[config.mk]
export PLATFORM = sky130hd
export DESIGN_NAME = mlp_controller_flat
export DESIGN_NICKNAME = d
export VERILOG_FILES = /design/src/rtl/mlp_pkg.sv /design/src/rtl/mlp_controller_if.sv /design/src/rtl/mlp_group_seq.sv /design/src/rtl/mlp_controller.sv /design/src/flat_wrapper.sv
export SDC_FILE = /design/constraint.sdc
export NUM_CORES = 1
export LEC_CHECK = 0
export ABC_AREA = 1
export CAP_MARGIN = 5
export CORE_MARGIN = 3
export CORE_UTILIZATION = 40
export DETAILED_ROUTE_END_ITERATION = 16
export PLACE_DENSITY = 0.91
export REMOVE_ABC_BUFFERS = 1
export SYNTH_ARGS = -nofsm -noshare
export SYNTH_HDL_FRONTEND = slang
export SYNTH_SLANG_ARGS = --single-unit
[constraint.sdc]
create_clock -name clk -period 2.5 [get_ports clk]
set_clock_uncertainty 0.15 [all_clocks]
set_input_delay 0.25 -clock clk [delete_from_list [all_inputs] [get_ports clk]]
set_output_delay 0.25 -clock clk [all_outputs]
set_load 0.01 [all_outputs]
[src/rtl/mlp_pkg.sv]
// mlp_pkg: shared constants, state encodings and helpers for the MLP controller.
//   N_HID / N_OUT / N_PU  : layer sizes and processing-unit count
//   HID_CHUNKS, OUT_*     : 64-bit chunk schedule for the hidden and output layers
//   PIPE_DEPTH            : extra RUN steps needed to drain the PU mult/add pipeline
//   ctrl_state_t          : top-level sequencing states
//   seq_state_t           : per-group CLR/RUN/WB sequencer states
//   group_mask()          : write-back enable for one PU group, clipped to a layer size
package mlp_pkg;

  localparam int N_HID          = 30;
  localparam int N_OUT          = 10;
  localparam int N_PU           = 8;
  localparam int HID_CHUNKS     = 8;
  localparam int OUT_CHUNK_BASE = 4;
  localparam int OUT_CHUNKS     = 4;
  localparam int PIPE_DEPTH     = 2;
  localparam int HID_GROUPS     = (N_HID + N_PU - 1) / N_PU;
  localparam int OUT_GROUPS     = (N_OUT + N_PU - 1) / N_PU;

  typedef enum logic [2:0] {
    ST_IDLE,
    ST_LOAD_X,
    ST_LOAD_WH,
    ST_HID_GRP,
    ST_LOAD_WO,
    ST_LOAD_XO,
    ST_OUT_GRP,
    ST_DONE
  } ctrl_state_t;

  typedef enum logic [1:0] {
    SEQ_IDLE,
    SEQ_RUN,
    SEQ_WB
  } seq_state_t;

  // The last group of a layer is only partly populated, so neurons past the
  // layer size must not be written.
  function automatic logic [N_HID-1:0] group_mask(input logic [1:0] grp, input int limit);
    logic [N_HID-1:0] m;
    int               idx;
    m = '0;
    for (int i = 0; i < N_PU; i++) begin
      idx = int'(grp) * N_PU + i;
      if (idx < limit) m[idx[4:0]] = 1'b1;
    end
    return m;
  endfunction

endpackage

[src/rtl/mlp_controller_if.sv]
// mlp_controller_if: start/done handshake plus the datapath control bus.
//   master modport : controller side (receives start/sample_idx, drives the rest)
//   slave modport  : top-level/datapath side
interface mlp_controller_if;
  import mlp_pkg::*;

  logic             start;
  logic [9:0]       sample_idx;
  logic             busy;
  logic             done;
  logic             mem_read;
  logic             ld_x;
  logic             sel_h_o;
  logic             acc;
  logic             ld_add;
  logic             ld_mult;
  logic             rst_cnt;
  logic             cnt;
  logic [4:0]       addr1;
  logic [3:0]       addr2;
  logic [9:0]       addr3;
  logic [2:0]       sel_64bit;
  logic [2:0]       sel_reg;
  logic [N_HID-1:0] ld;
  logic [N_HID-1:0] ld_out_h;
  logic [N_OUT-1:0] ld_out_o;

  modport master (
    input  start, sample_idx,
    output busy, done, mem_read, ld_x, sel_h_o, acc, ld_add, ld_mult, rst_cnt, cnt,
           addr1, addr2, addr3, sel_64bit, sel_reg, ld, ld_out_h, ld_out_o
  );

  modport slave (
    output start, sample_idx,
    input  busy, done, mem_read, ld_x, sel_h_o, acc, ld_add, ld_mult, rst_cnt, cnt,
           addr1, addr2, addr3, sel_64bit, sel_reg, ld, ld_out_h, ld_out_o
  );

endinterface

[src/rtl/mlp_group_seq.sv]
// mlp_group_seq: runs one PU group as CLR -> RUN -> WB, shared by both layers.
//   clk, rst  : clock and synchronous active-high reset
//   go        : held high by the parent while a layer's groups are being run;
//               the idle cycle with go high is the CLR cycle
//   base, len : first 64-bit chunk and number of chunks for this layer
//   rst_cnt, cnt, ld_mult, ld_add, acc, sel_64bit : PU pipeline controls
//   wb        : one-cycle write-back strobe at the end of the group
module mlp_group_seq
  import mlp_pkg::*;
(
  input  logic       clk,
  input  logic       rst,
  input  logic       go,
  input  logic [2:0] base,
  input  logic [3:0] len,
  output logic       rst_cnt,
  output logic       cnt,
  output logic       ld_mult,
  output logic       ld_add,
  output logic       acc,
  output logic [2:0] sel_64bit,
  output logic       wb
);

  seq_state_t state, next_state;
  logic [3:0] step, next_step;
  logic [3:0] last_step;
  logic [2:0] chunk;

  // RUN lasts len steps of issue plus PIPE_DEPTH steps to drain the pipeline.
  assign last_step = len + 4'(PIPE_DEPTH - 1);
  // The chunk select holds on the last chunk while the pipeline drains.
  assign chunk     = (step < len) ? step[2:0] : 3'(len - 4'd1);

  always_ff @(posedge clk) begin
    if (rst) begin
      state <= SEQ_IDLE;
      step  <= '0;
    end else begin
      state <= next_state;
      step  <= next_step;
    end
  end

  always_comb begin
    next_state = state;
    next_step  = step;
    rst_cnt    = 1'b0;
    cnt        = 1'b0;
    ld_mult    = 1'b0;
    ld_add     = 1'b0;
    acc        = 1'b0;
    sel_64bit  = '0;
    wb         = 1'b0;
    unique case (state)
      SEQ_IDLE: begin
        if (go) begin
          rst_cnt    = 1'b1;
          next_state = SEQ_RUN;
          next_step  = '0;
        end
      end
      SEQ_RUN: begin
        cnt       = 1'b1;
        ld_mult   = (step < len);
        ld_add    = (step >= 4'd1) && (step <= len);
        acc       = (step >= 4'(PIPE_DEPTH));
        sel_64bit = base + chunk;
        if (step == last_step) next_state = SEQ_WB;
        else                   next_step  = step + 4'd1;
      end
      SEQ_WB: begin
        wb         = 1'b1;
        next_state = SEQ_IDLE;
      end
      default: next_state = SEQ_IDLE;
    endcase
  end

endmodule

[src/rtl/mlp_controller.sv]
// mlp_controller: sequencing FSM for the MLP datapath control bus.
//   clk, rst : clock and synchronous active-high reset
//   bus      : mlp_controller_if.master -- start/sample_idx in; busy/done and
//              all datapath controls (loads, addresses, PU pipeline) out
// One inference: load sample, load hidden weights, 4 hidden groups, load output
// weights, capture hidden results, 2 output groups, then pulse done.
module mlp_controller
  import mlp_pkg::*;
(
  input  logic             clk,
  input  logic             rst,
  mlp_controller_if.master bus
);

  ctrl_state_t state, next_state;
  logic [4:0]  load_k;
  logic [1:0]  grp;
  logic [9:0]  idx_q;
  logic        hid_layer;
  logic        in_group;
  logic        last_grp_hit;
  logic [2:0]  seq_base;
  logic [3:0]  seq_len;
  logic        seq_rst_cnt, seq_cnt, seq_ld_mult, seq_ld_add, seq_acc, seq_wb;
  logic [2:0]  seq_sel;

  assign hid_layer    = (state == ST_HID_GRP);
  assign in_group     = hid_layer || (state == ST_OUT_GRP);
  assign last_grp_hit = hid_layer ? (grp == 2'(HID_GROUPS - 1)) : (grp == 2'(OUT_GROUPS - 1));
  assign seq_base     = hid_layer ? 3'd0 : 3'(OUT_CHUNK_BASE);
  assign seq_len      = hid_layer ? 4'(HID_CHUNKS) : 4'(OUT_CHUNKS);

  // go stays high for the whole layer so the next group's CLR follows WB directly.
  mlp_group_seq u_seq (
    .clk       (clk),
    .rst       (rst),
    .go        (in_group),
    .base      (seq_base),
    .len       (seq_len),
    .rst_cnt   (seq_rst_cnt),
    .cnt       (seq_cnt),
    .ld_mult   (seq_ld_mult),
    .ld_add    (seq_ld_add),
    .acc       (seq_acc),
    .sel_64bit (seq_sel),
    .wb        (seq_wb)
  );

  always_ff @(posedge clk) begin
    if (rst) state <= ST_IDLE;
    else     state <= next_state;
  end

  // Load counter, group index and latched sample address.
  always_ff @(posedge clk) begin
    if (rst) begin
      load_k <= '0;
      grp    <= '0;
      idx_q  <= '0;
    end else begin
      if (state == ST_IDLE && bus.start) idx_q <= bus.sample_idx;
      if ((state == ST_LOAD_WH || state == ST_LOAD_WO) && next_state == state)
        load_k <= load_k + 5'd1;
      else
        load_k <= '0;
      if (!in_group || (seq_wb && last_grp_hit)) grp <= '0;
      else if (seq_wb)                           grp <= grp + 2'd1;
    end
  end

  always_comb begin
    next_state    = state;
    bus.busy      = (state != ST_IDLE);
    bus.done      = 1'b0;
    bus.mem_read  = 1'b0;
    bus.ld_x      = 1'b0;
    bus.sel_h_o   = 1'b0;
    bus.acc       = 1'b0;
    bus.ld_add    = 1'b0;
    bus.ld_mult   = 1'b0;
    bus.rst_cnt   = 1'b0;
    bus.cnt       = 1'b0;
    bus.addr1     = '0;
    bus.addr2     = '0;
    bus.addr3     = '0;
    bus.sel_64bit = '0;
    bus.sel_reg   = '0;
    bus.ld        = '0;
    bus.ld_out_h  = '0;
    bus.ld_out_o  = '0;
    if (in_group) begin
      bus.sel_reg   = {1'b0, grp};
      bus.rst_cnt   = seq_rst_cnt;
      bus.cnt       = seq_cnt;
      bus.ld_mult   = seq_ld_mult;
      bus.ld_add    = seq_ld_add;
      bus.acc       = seq_acc;
      bus.sel_64bit = seq_sel;
    end
    unique case (state)
      ST_IDLE: begin
        if (bus.start) next_state = ST_LOAD_X;
      end
      ST_LOAD_X: begin
        bus.mem_read = 1'b1;
        bus.ld_x     = 1'b1;
        bus.addr3    = idx_q;
        next_state   = ST_LOAD_WH;
      end
      ST_LOAD_WH: begin
        bus.mem_read = 1'b1;
        bus.addr1    = load_k;
        bus.ld       = N_HID'(1) << load_k;
        if (load_k == 5'(N_HID - 1)) next_state = ST_HID_GRP;
      end
      ST_HID_GRP: begin
        if (seq_wb) bus.ld_out_h = group_mask(grp, N_HID);
        if (seq_wb && last_grp_hit) next_state = ST_LOAD_WO;
      end
      ST_LOAD_WO: begin
        bus.sel_h_o  = 1'b1;
        bus.mem_read = 1'b1;
        bus.addr2    = load_k[3:0];
        bus.ld       = N_HID'(1) << load_k;
        if (load_k == 5'(N_OUT - 1)) next_state = ST_LOAD_XO;
      end
      ST_LOAD_XO: begin
        // Re-using the x register to capture the hidden-layer results.
        bus.sel_h_o = 1'b1;
        bus.ld_x    = 1'b1;
        next_state  = ST_OUT_GRP;
      end
      ST_OUT_GRP: begin
        bus.sel_h_o = 1'b1;
        if (seq_wb) bus.ld_out_o = N_OUT'(group_mask(grp, N_OUT));
        if (seq_wb && last_grp_hit) next_state = ST_DONE;
      end
      ST_DONE: begin
        bus.sel_h_o = 1'b1;
        bus.done    = 1'b1;
        next_state  = ST_IDLE;
      end
      default: next_state = ST_IDLE;
    endcase
  end

endmodule

[src/flat_wrapper.sv]
// flat-port wrapper written by rule: the top's interface ports become plain ports
module mlp_controller_flat import mlp_pkg::*;
  (clk, rst, bus_start, bus_sample_idx, bus_busy, bus_done, bus_mem_read, bus_ld_x, bus_sel_h_o, bus_acc, bus_ld_add, bus_ld_mult, bus_rst_cnt, bus_cnt, bus_addr1, bus_addr2, bus_addr3, bus_sel_64bit, bus_sel_reg, bus_ld, bus_ld_out_h, bus_ld_out_o);
  mlp_controller_if bus_i ();
  input  logic clk;
  input  logic rst;
  input wire logic [$bits(bus_i.start)-1:0] bus_start;
  input wire logic [$bits(bus_i.sample_idx)-1:0] bus_sample_idx;
  output wire logic [$bits(bus_i.busy)-1:0] bus_busy;
  output wire logic [$bits(bus_i.done)-1:0] bus_done;
  output wire logic [$bits(bus_i.mem_read)-1:0] bus_mem_read;
  output wire logic [$bits(bus_i.ld_x)-1:0] bus_ld_x;
  output wire logic [$bits(bus_i.sel_h_o)-1:0] bus_sel_h_o;
  output wire logic [$bits(bus_i.acc)-1:0] bus_acc;
  output wire logic [$bits(bus_i.ld_add)-1:0] bus_ld_add;
  output wire logic [$bits(bus_i.ld_mult)-1:0] bus_ld_mult;
  output wire logic [$bits(bus_i.rst_cnt)-1:0] bus_rst_cnt;
  output wire logic [$bits(bus_i.cnt)-1:0] bus_cnt;
  output wire logic [$bits(bus_i.addr1)-1:0] bus_addr1;
  output wire logic [$bits(bus_i.addr2)-1:0] bus_addr2;
  output wire logic [$bits(bus_i.addr3)-1:0] bus_addr3;
  output wire logic [$bits(bus_i.sel_64bit)-1:0] bus_sel_64bit;
  output wire logic [$bits(bus_i.sel_reg)-1:0] bus_sel_reg;
  output wire logic [$bits(bus_i.ld)-1:0] bus_ld;
  output wire logic [$bits(bus_i.ld_out_h)-1:0] bus_ld_out_h;
  output wire logic [$bits(bus_i.ld_out_o)-1:0] bus_ld_out_o;
  assign bus_i.start = bus_start;
  assign bus_i.sample_idx = bus_sample_idx;
  assign bus_busy = bus_i.busy;
  assign bus_done = bus_i.done;
  assign bus_mem_read = bus_i.mem_read;
  assign bus_ld_x = bus_i.ld_x;
  assign bus_sel_h_o = bus_i.sel_h_o;
  assign bus_acc = bus_i.acc;
  assign bus_ld_add = bus_i.ld_add;
  assign bus_ld_mult = bus_i.ld_mult;
  assign bus_rst_cnt = bus_i.rst_cnt;
  assign bus_cnt = bus_i.cnt;
  assign bus_addr1 = bus_i.addr1;
  assign bus_addr2 = bus_i.addr2;
  assign bus_addr3 = bus_i.addr3;
  assign bus_sel_64bit = bus_i.sel_64bit;
  assign bus_sel_reg = bus_i.sel_reg;
  assign bus_ld = bus_i.ld;
  assign bus_ld_out_h = bus_i.ld_out_h;
  assign bus_ld_out_o = bus_i.ld_out_o;
  mlp_controller u_core (.clk(clk), .rst(rst), .bus(bus_i));
endmodule
==> results of run 1 <==
[area by class of cell]
| type | count | area [sq um] | area share (%) |
|---|---|---|---|
| repair buffers | 125 | 1270 | 38.0 |
| flip-flops and latches | 26 | 524 | 15.7 |
| multi-input cells | 195 | 1170 | 35.1 |
| clock buffers | 3 | 41.3 | 1.24 |
| inverters | 63 | 241 | 7.25 |
| well taps | 70 | 87.6 | 2.63 |
[kinds of logic (layout without fill, tap and decap cells)]
kind of cell,Yosys count,after routing,share of synthesized area [%]
other,1,1,0.169
adders and majority gates,15,15,8.45
DFF,26,26,23.4
and+or+nand+nor,138,138,31.4
xor gates and xnor gates,2,2,0.788
buffers and inverters,106,191,25.0
AOI/OAI and AO/OA,39,39,10.8
[worst max-delay path by stage]
| stage | depth (start not counted) | end |
|---|---|---|
| finish | 5 | bus_ld[11] |
| global route | 9 | bus_ld[16] |
| CTS | 9 | bus_ld[24] |
| detailed placement | 6 | bus_ld_add |
| global placement | 6 | bus_ld_add |
| floorplan | 2 | bus_ld_out_h[0] |
[Yosys cell counts (all sizes together)]
| cell | n |
|---|---|
| nor3b | 3 |
| nand3 | 10 |
| inv | 63 |
| nor3 | 12 |
| dfxtp | 26 |
| nand2 | 37 |
| o21ai | 15 |
| xor2 | 2 |
| nor2 | 66 |
| buf | 39 |
| a211oi | 1 |
| o21bai | 1 |
| nor4 | 4 |
| ha | 15 |
| clkbuf | 4 |
| nand4 | 6 |
| conb | 1 |
| a221oi | 1 |
| a31oi | 1 |
| a21oi | 20 |
[layer usage]
metal | share of wire, % | up-vias | global-route usage (%)
met5 | 0 | - | 0
met4 | 0.53 | 0 | 2.53
met3 | 6.3 | 8 | 2.69
met2 | 53 | 81 | 35.2
met1 | 40 | 1032 | 19.6
li1 | - | 1148 | -
[placed cells by master, fill, tap and decap left out, types with 2 or more instances in the layout]
master / Yosys / routed
sky130_fd_sc_hd__a21oi_1: 19 / 18
sky130_fd_sc_hd__buf_4: 35 / 8
sky130_fd_sc_hd__clkbuf_8: 1 / 3
sky130_fd_sc_hd__clkdlybuf4s50_1: 0 / 89
sky130_fd_sc_hd__dfxtp_1: 26 / 23
sky130_fd_sc_hd__dfxtp_2: 0 / 3
sky130_fd_sc_hd__dlygate4sd2_1: 0 / 9
sky130_fd_sc_hd__dlymetal6s2s_1: 0 / 18
sky130_fd_sc_hd__ha_1: 15 / 14
sky130_fd_sc_hd__inv_1: 55 / 53
sky130_fd_sc_hd__inv_2: 6 / 8
sky130_fd_sc_hd__inv_4: 2 / 2
sky130_fd_sc_hd__nand2_1: 30 / 30
sky130_fd_sc_hd__nand2_2: 6 / 5
sky130_fd_sc_hd__nand2_4: 1 / 2
sky130_fd_sc_hd__nand3_1: 6 / 6
sky130_fd_sc_hd__nand3_2: 3 / 3
sky130_fd_sc_hd__nand4_1: 6 / 6
sky130_fd_sc_hd__nor2_1: 60 / 57
sky130_fd_sc_hd__nor2_2: 3 / 5
sky130_fd_sc_hd__nor2_4: 1 / 2
sky130_fd_sc_hd__nor2_8: 2 / 2
sky130_fd_sc_hd__nor3_1: 12 / 12
sky130_fd_sc_hd__nor3b_1: 3 / 3
sky130_fd_sc_hd__nor4_2: 3 / 3
sky130_fd_sc_hd__o21ai_0: 15 / 15
sky130_fd_sc_hd__xor2_1: 2 / 2
[registers in the layout (all words and copies together), names as in the netlist]
name / cells
u_core.grp: 2
u_core.idx_q: 10
u_core.load_k: 5
u_core.state: 3
u_core.u_seq.state: 2
u_core.u_seq.step: 4
[critical path, delay by kind of cell, from the launching register on]
kind                       cells  cell delay [ns]
buffers and inverters          3             0.89
adders and majority gates      1             0.24
DFF                            1             0.43
and+or+nand+nor                1             0.19
[report_power, final]
group          internal (mW)  switching, mW  total (mW)
registers              0.435         0.0106       0.445
logic                 0.0771         0.0997       0.177
clock network          0.108          0.120       0.228
total                  0.619          0.230       0.850
[per-stage QoR]
step,area [sq um],hold slack [ns],utilization (%),TNS (ns)
finish,3330,0.308,63.6,0
global route,3330,0.328,63.6,-0.00253
CTS,3260,0.309,62.3,0
detailed placement,3220,0.296,61.4,0
global placement,3220,0.292,61.4,0
floorplan,1910,0.172,-,-5.99
[timing repair]
action	CTS	global route
pin swaps	0	2
gates resized for setup	13	27
endpoints found under the setup margin	25	39
setup buffers	0	1
==> summary.txt, run 1 <==
run status: complete, no violations
H-tree levels: 1
mean instance size in the synthesized netlist: 6.80 sq um
total number of placement rows: 26
# setup viols final: 0
required time worst endpoint: 2.10 ns
Ports: 118
DR WL/cell: 12.1 um
weighted congestion reported at the end of routability-driven placement: 0.829
Area growth syn-to-layout: 49.9%
number of sinks handled by clock tree synthesis: 26
Bufs on Longest Clock Path: 2
count of antenna-violating nets left after detailed routing: 0
placed wire-length estimate: 4.83 mm
Initial Utilization: 42.4%
post-synthesis sequential area ratio: 23.4%
Final Hold Vio Count: 0
Antenna diodes: 0
post-synthesis cell type with the largest combined area: sky130_fd_sc_hd__dfxtp_1
fraction of layout cells with a size suffix above 1: 13.1%
IR drop worst, VDD: 0.247 mV
area of the mapped netlist: 2220 sq um
overall via count from detail_route: 2269
CP Launch Type: register
number of nets in the finished design: 442
crit-path most repeated cell: sky130_fd_sc_hd__inv_1
share of the synthesized area in the top cell type: 23.4%
count of buffers inserted at the top-level ports: 116
number of slew-limit violations in the final report: 0
Post-route DRC: 0
total power draw: 850 uW
root buf cell: sky130_fd_sc_hd__clkbuf_8
Worst Setup SP: u_core.load_k[2]$_SDFF_PP0_
number of synthesis warnings: 0
max frequency: 418 MHz
Reg2Reg Capture Point: u_core.u_seq.step[2]$_SDFFE_PP0P_
leakage component of the power: 1.72 nW
final critical-path required period: 2.39 ns
Final Non-Filler Cells: 482
largest net degree at the start of global routing: 23
floorplan core area: 5240 sq um
number of violations of the max-capacitance limit: 0
TritonCTS buffer count: 3
minimum setup slack in the final design: 0.110 ns
Cells after Synth: 327
Total GRT Usage: 17.6%
path type of the worst setup path: register to output port
fillers: 460
width of the chip: 80.5 um
reg-to-reg slack, setup: 0.54 ns
clock tree from TritonCTS: yes
pre-CTS worst setup slack: 0.0771 ns
First-pass DRT Iterations: 4
die area: 6490 sq um
mean number of vias per cell: 4.71
placed cell count: 478
Hold Startpoint: u_core.idx_q[9]$_SDFFE_PP0P_
Power Density: 255 nW/um^2
CTS hold repair buffers: 0
Seq cells post-synth: 26
total wire length: 5.85 mm
wire length of the first global-routing pass: 9.47 mm
cell with the largest stage delay on the worst path: sky130_fd_sc_hd__clkdlybuf4s50_1
launching point of the worst reg2reg path: u_core.state[0]$_SDFF_PP0_
Crit path arrival time: 1.99 ns
critical path capture point type: output port
Die H: 80.5 um
Clock Pin Slew Worst Setup and Hold Paths: 0.08 ns
Iteration-0 DRC Markers: 62
Max Fanout on Critical Path: 10
final clock period utilization by the worst path: 95.6%
vias in the first global route: 2184
total grt overflow: 0
largest incremental delay on the critical path: 0.57 ns
number of cells traversed by the worst hold path: 2
count of cells along the worst register-to-register path: 9
number of distinct standard cells referenced by the synthesized netlist: 36
path category of the worst min-delay check: register to register
worst-case hold path end point: u_core.idx_q[9]$_SDFFE_PP0P_
Clock Latency Late Sink: 0.26 ns
leading post-synthesis cells by cell area: sky130_fd_sc_hd__dfxtp_1, sky130_fd_sc_hd__buf_4, sky130_fd_sc_hd__nor2_1
cells traversed along the worst timing path: inv_1 > ha_1 > inv_1 > nor3_1 > clkdlybuf4s50_1
initial antenna violation count: 0
Power figures use the tool's default switching activity.
==> run 2: changes to the inputs <==
--- a/config.mk
+++ b/config.mk
@@ -12,6 +12,7 @@
 export DETAILED_ROUTE_END_ITERATION = 16
 export PLACE_DENSITY = 0.91
 export REMOVE_ABC_BUFFERS = 1
+export SKIP_LAST_GASP = 1
 export SYNTH_ARGS = -nofsm -noshare
 export SYNTH_HDL_FRONTEND = slang
 export SYNTH_SLANG_ARGS = --single-unit
==> summary.txt, run 2 (same netlist as run 1, synthesis figures left out) <==
root buf cell: sky130_fd_sc_hd__clkbuf_8
switching fraction of total power: 27.1%
Bufs on Longest Clock Path: 2
Hold Startpoint: u_core.idx_q[9]$_SDFFE_PP0P_
Iteration-0 DRC Markers: 86
initial antenna violation count: 0
path category of the worst min-delay check: register to register
count of cells along the worst register-to-register path: 10
Ports: 118
count of antenna-violating nets left after detailed routing: 0
count of buffers inserted at the top-level ports: 116
Crit path arrival time: 2.07 ns
TritonCTS buffer count: 3
leakage component of the power: 1.70 nW
floorplan core area: 5240 sq um
run status: complete, no violations
clock tree from TritonCTS: yes
required time worst endpoint: 2.10 ns
total power draw: 849 uW
largest registers in the final layout: u_core.idx_q: 10 flops, u_core.load_k: 5 flops, u_core.u_seq.step: 4 flops
Post-route DRC: 0
Area growth syn-to-layout: 49.4%
max frequency: 404 MHz
die area: 6490 sq um
clock network power share: 26.8%
IR drop worst, VDD: 0.246 mV
Final Hold Vio Count: 0
Sum Neg Setup Slack: 0 ns
path type of the worst setup path: register to output port
weighted congestion reported at the end of routability-driven placement: 0.829
highest-count cells in the layout ignoring fill and taps: sky130_fd_sc_hd__clkdlybuf4s50_1, sky130_fd_sc_hd__nor2_1, sky130_fd_sc_hd__inv_1
Cell Int Power: 619 uW
number of slew-limit violations in the final report: 0
number of violations of the max-capacitance limit: 0
CP Launch Type: register
Total GRT Usage: 17.6%
Antenna diodes: 0
largest net degree at the start of global routing: 23
Final Non-Filler Cells: 482
reg-to-reg slack, setup: 0.51 ns
fillers: 460
Reg2Reg Capture Point: u_core.u_seq.step[2]$_SDFFE_PP0P_
total wire length: 5.83 mm
# setup viols final: 0
portion of total power attributed to sequential cells: 52.5%
Max Fanout on Critical Path: 10
width of the chip: 80.5 um
wire length of the first global-routing pass: 9.47 mm
fraction of layout cells with a size suffix above 1: 12.6%
combinational power share: 20.8%
final critical-path required period: 2.47 ns
critical path capture point type: output port
placed wire-length estimate: 4.83 mm
total grt overflow: 0
Die H: 80.5 um
flip-flop count of the largest register after layout: 10
Clock Pin Slew Worst Setup and Hold Paths: 0.08 ns
largest register by flop count: u_core.idx_q
CTS hold repair buffers: 0
First-pass DRT Iterations: 4
Power Density: 256 nW/um^2
most common library cell in the layout ignoring fill and taps: sky130_fd_sc_hd__clkdlybuf4s50_1
launching point of the worst reg2reg path: u_core.state[2]$_SDFF_PP0_
mean number of vias per cell: 4.68
Clock Latency Late Sink: 0.26 ns
Initial Utilization: 42.4%
final clock period utilization by the worst path: 98.9%
vias in the first global route: 2184
area of placed instances: 3220 sq um
total number of placement rows: 26
setup repair after global routing missed its margin: yes
worst-case hold path end point: u_core.idx_q[9]$_SDFFE_PP0P_
DR WL/cell: 12.1 um
Design Area, Final: 3320 sq um
placed cell count: 478
number of nets in the finished design: 442
number of cells traversed by the worst hold path: 2
overall via count from detail_route: 2255
H-tree levels: 1
net switching power figure: 230 uW
number of sinks handled by clock tree synthesis: 26
## run 2: cell count changes in the layout (fill, tap and decap cells not counted), sizes merged
cell / before / now
clkdlybuf4s50: 89 / 90
dlymetal6s2s: 18 / 17
## run 2: metrics by stage
step           hold WS (ns)  utilization [%]  setup WS [ns]
6_report              0.308             63.4         0.0265
5_1_grt               0.328             63.4         -0.143
4_1_cts               0.309             62.3        0.00454
3_5_place_dp          0.296             61.4         0.0771
3_3_place_gp          0.292             61.4          0.167
2_1_floorplan         0.172                -         -0.256
## run 2: timing repair
item                       CTS  global route
setup buffers                0             1
setup endpoints to repair   25            39
gates resized for setup     13            23
pin swaps                    0             1
## run 2: worst max-delay path by stage
| stage | startpoint | endpoint | slack [ns] | depth (start not counted) |
|---|---|---|---|---|
| finish | u_core.state[2]$_SDFF_PP0_ | bus_sel_64bit[2] | 0.03 | 8 |
| global route | u_core.state[2]$_SDFF_PP0_ | bus_sel_64bit[2] | -0.14 | 10 |
| CTS | u_core.state[1]$_SDFF_PP0_ | bus_ld[24] | 0.005 | 9 |
| detailed placement | u_core.state[0]$_SDFF_PP0_ | bus_ld_add | 0.08 | 6 |
| global placement | u_core.state[0]$_SDFF_PP0_ | bus_ld_add | 0.17 | 6 |
| floorplan | u_core.state[1]$_SDFF_PP0_ | bus_ld_out_h[0] | -0.26 | 2 |
## run 2: worst max-delay path, cell delays in order, from the launching register on
cell	delay [ns]
sky130_fd_sc_hd__dfxtp_2	0.34
sky130_fd_sc_hd__inv_4	0.11
sky130_fd_sc_hd__nand3_4	0.08
sky130_fd_sc_hd__ha_1	0.33
sky130_fd_sc_hd__a21oi_2	0.19
sky130_fd_sc_hd__o21ai_0	0.10
sky130_fd_sc_hd__a21oi_1	0.13
sky130_fd_sc_hd__nor2_1	0.05
sky130_fd_sc_hd__clkdlybuf4s50_1	0.48
## run 2: cell type report
class / count / area, sq um / area share [%]
clock buffer: 3 / 41.3 / 1.24
tap: 70 / 87.6 / 2.64
sequential: 26 / 524 / 15.8
timing repair buffer: 125 / 1260 / 38.0
multi-input combinational: 195 / 1160 / 35.1
inverter: 63 / 241 / 7.27
## run 2: power groups by stage
| stage | Sequential, mW | Clock [mW] | Combinational [mW] |
|---|---|---|---|
| after global placement | 0.454 | 0 | 0.166 |
| after detailed placement | 0.454 | 0 | 0.171 |
| after CTS | 0.445 | 0.235 | 0.173 |
| final | 0.445 | 0.227 | 0.176 |
| after global routing | 0.448 | 0.253 | 0.196 |
| after floorplan | 0.455 | 0 | 0.0963 |
## run 2: metal layers
layer  GRT usage, %  routed length [um]  up-vias  part of all wire [%]
li1               -                   -     1148                     -
met1           19.6                2360     1027                    41
met2           35.2                3090       74                    53
met3           2.69                 341        6                   5.9
met4           2.53                  37        0                  0.63
met5              0                   0        -                     0
==> run 3: changes to the inputs <==
--- a/config.mk
+++ b/config.mk
@@ -10,6 +10,7 @@
 export CORE_MARGIN = 3
 export CORE_UTILIZATION = 40
 export DETAILED_ROUTE_END_ITERATION = 16
+export HOLD_SLACK_MARGIN = 0.1
 export PLACE_DENSITY = 0.91
 export REMOVE_ABC_BUFFERS = 1
 export SKIP_LAST_GASP = 1
==> results of run 3 <==
No change in the layout: final DEF, timing and power equal those of run 2.
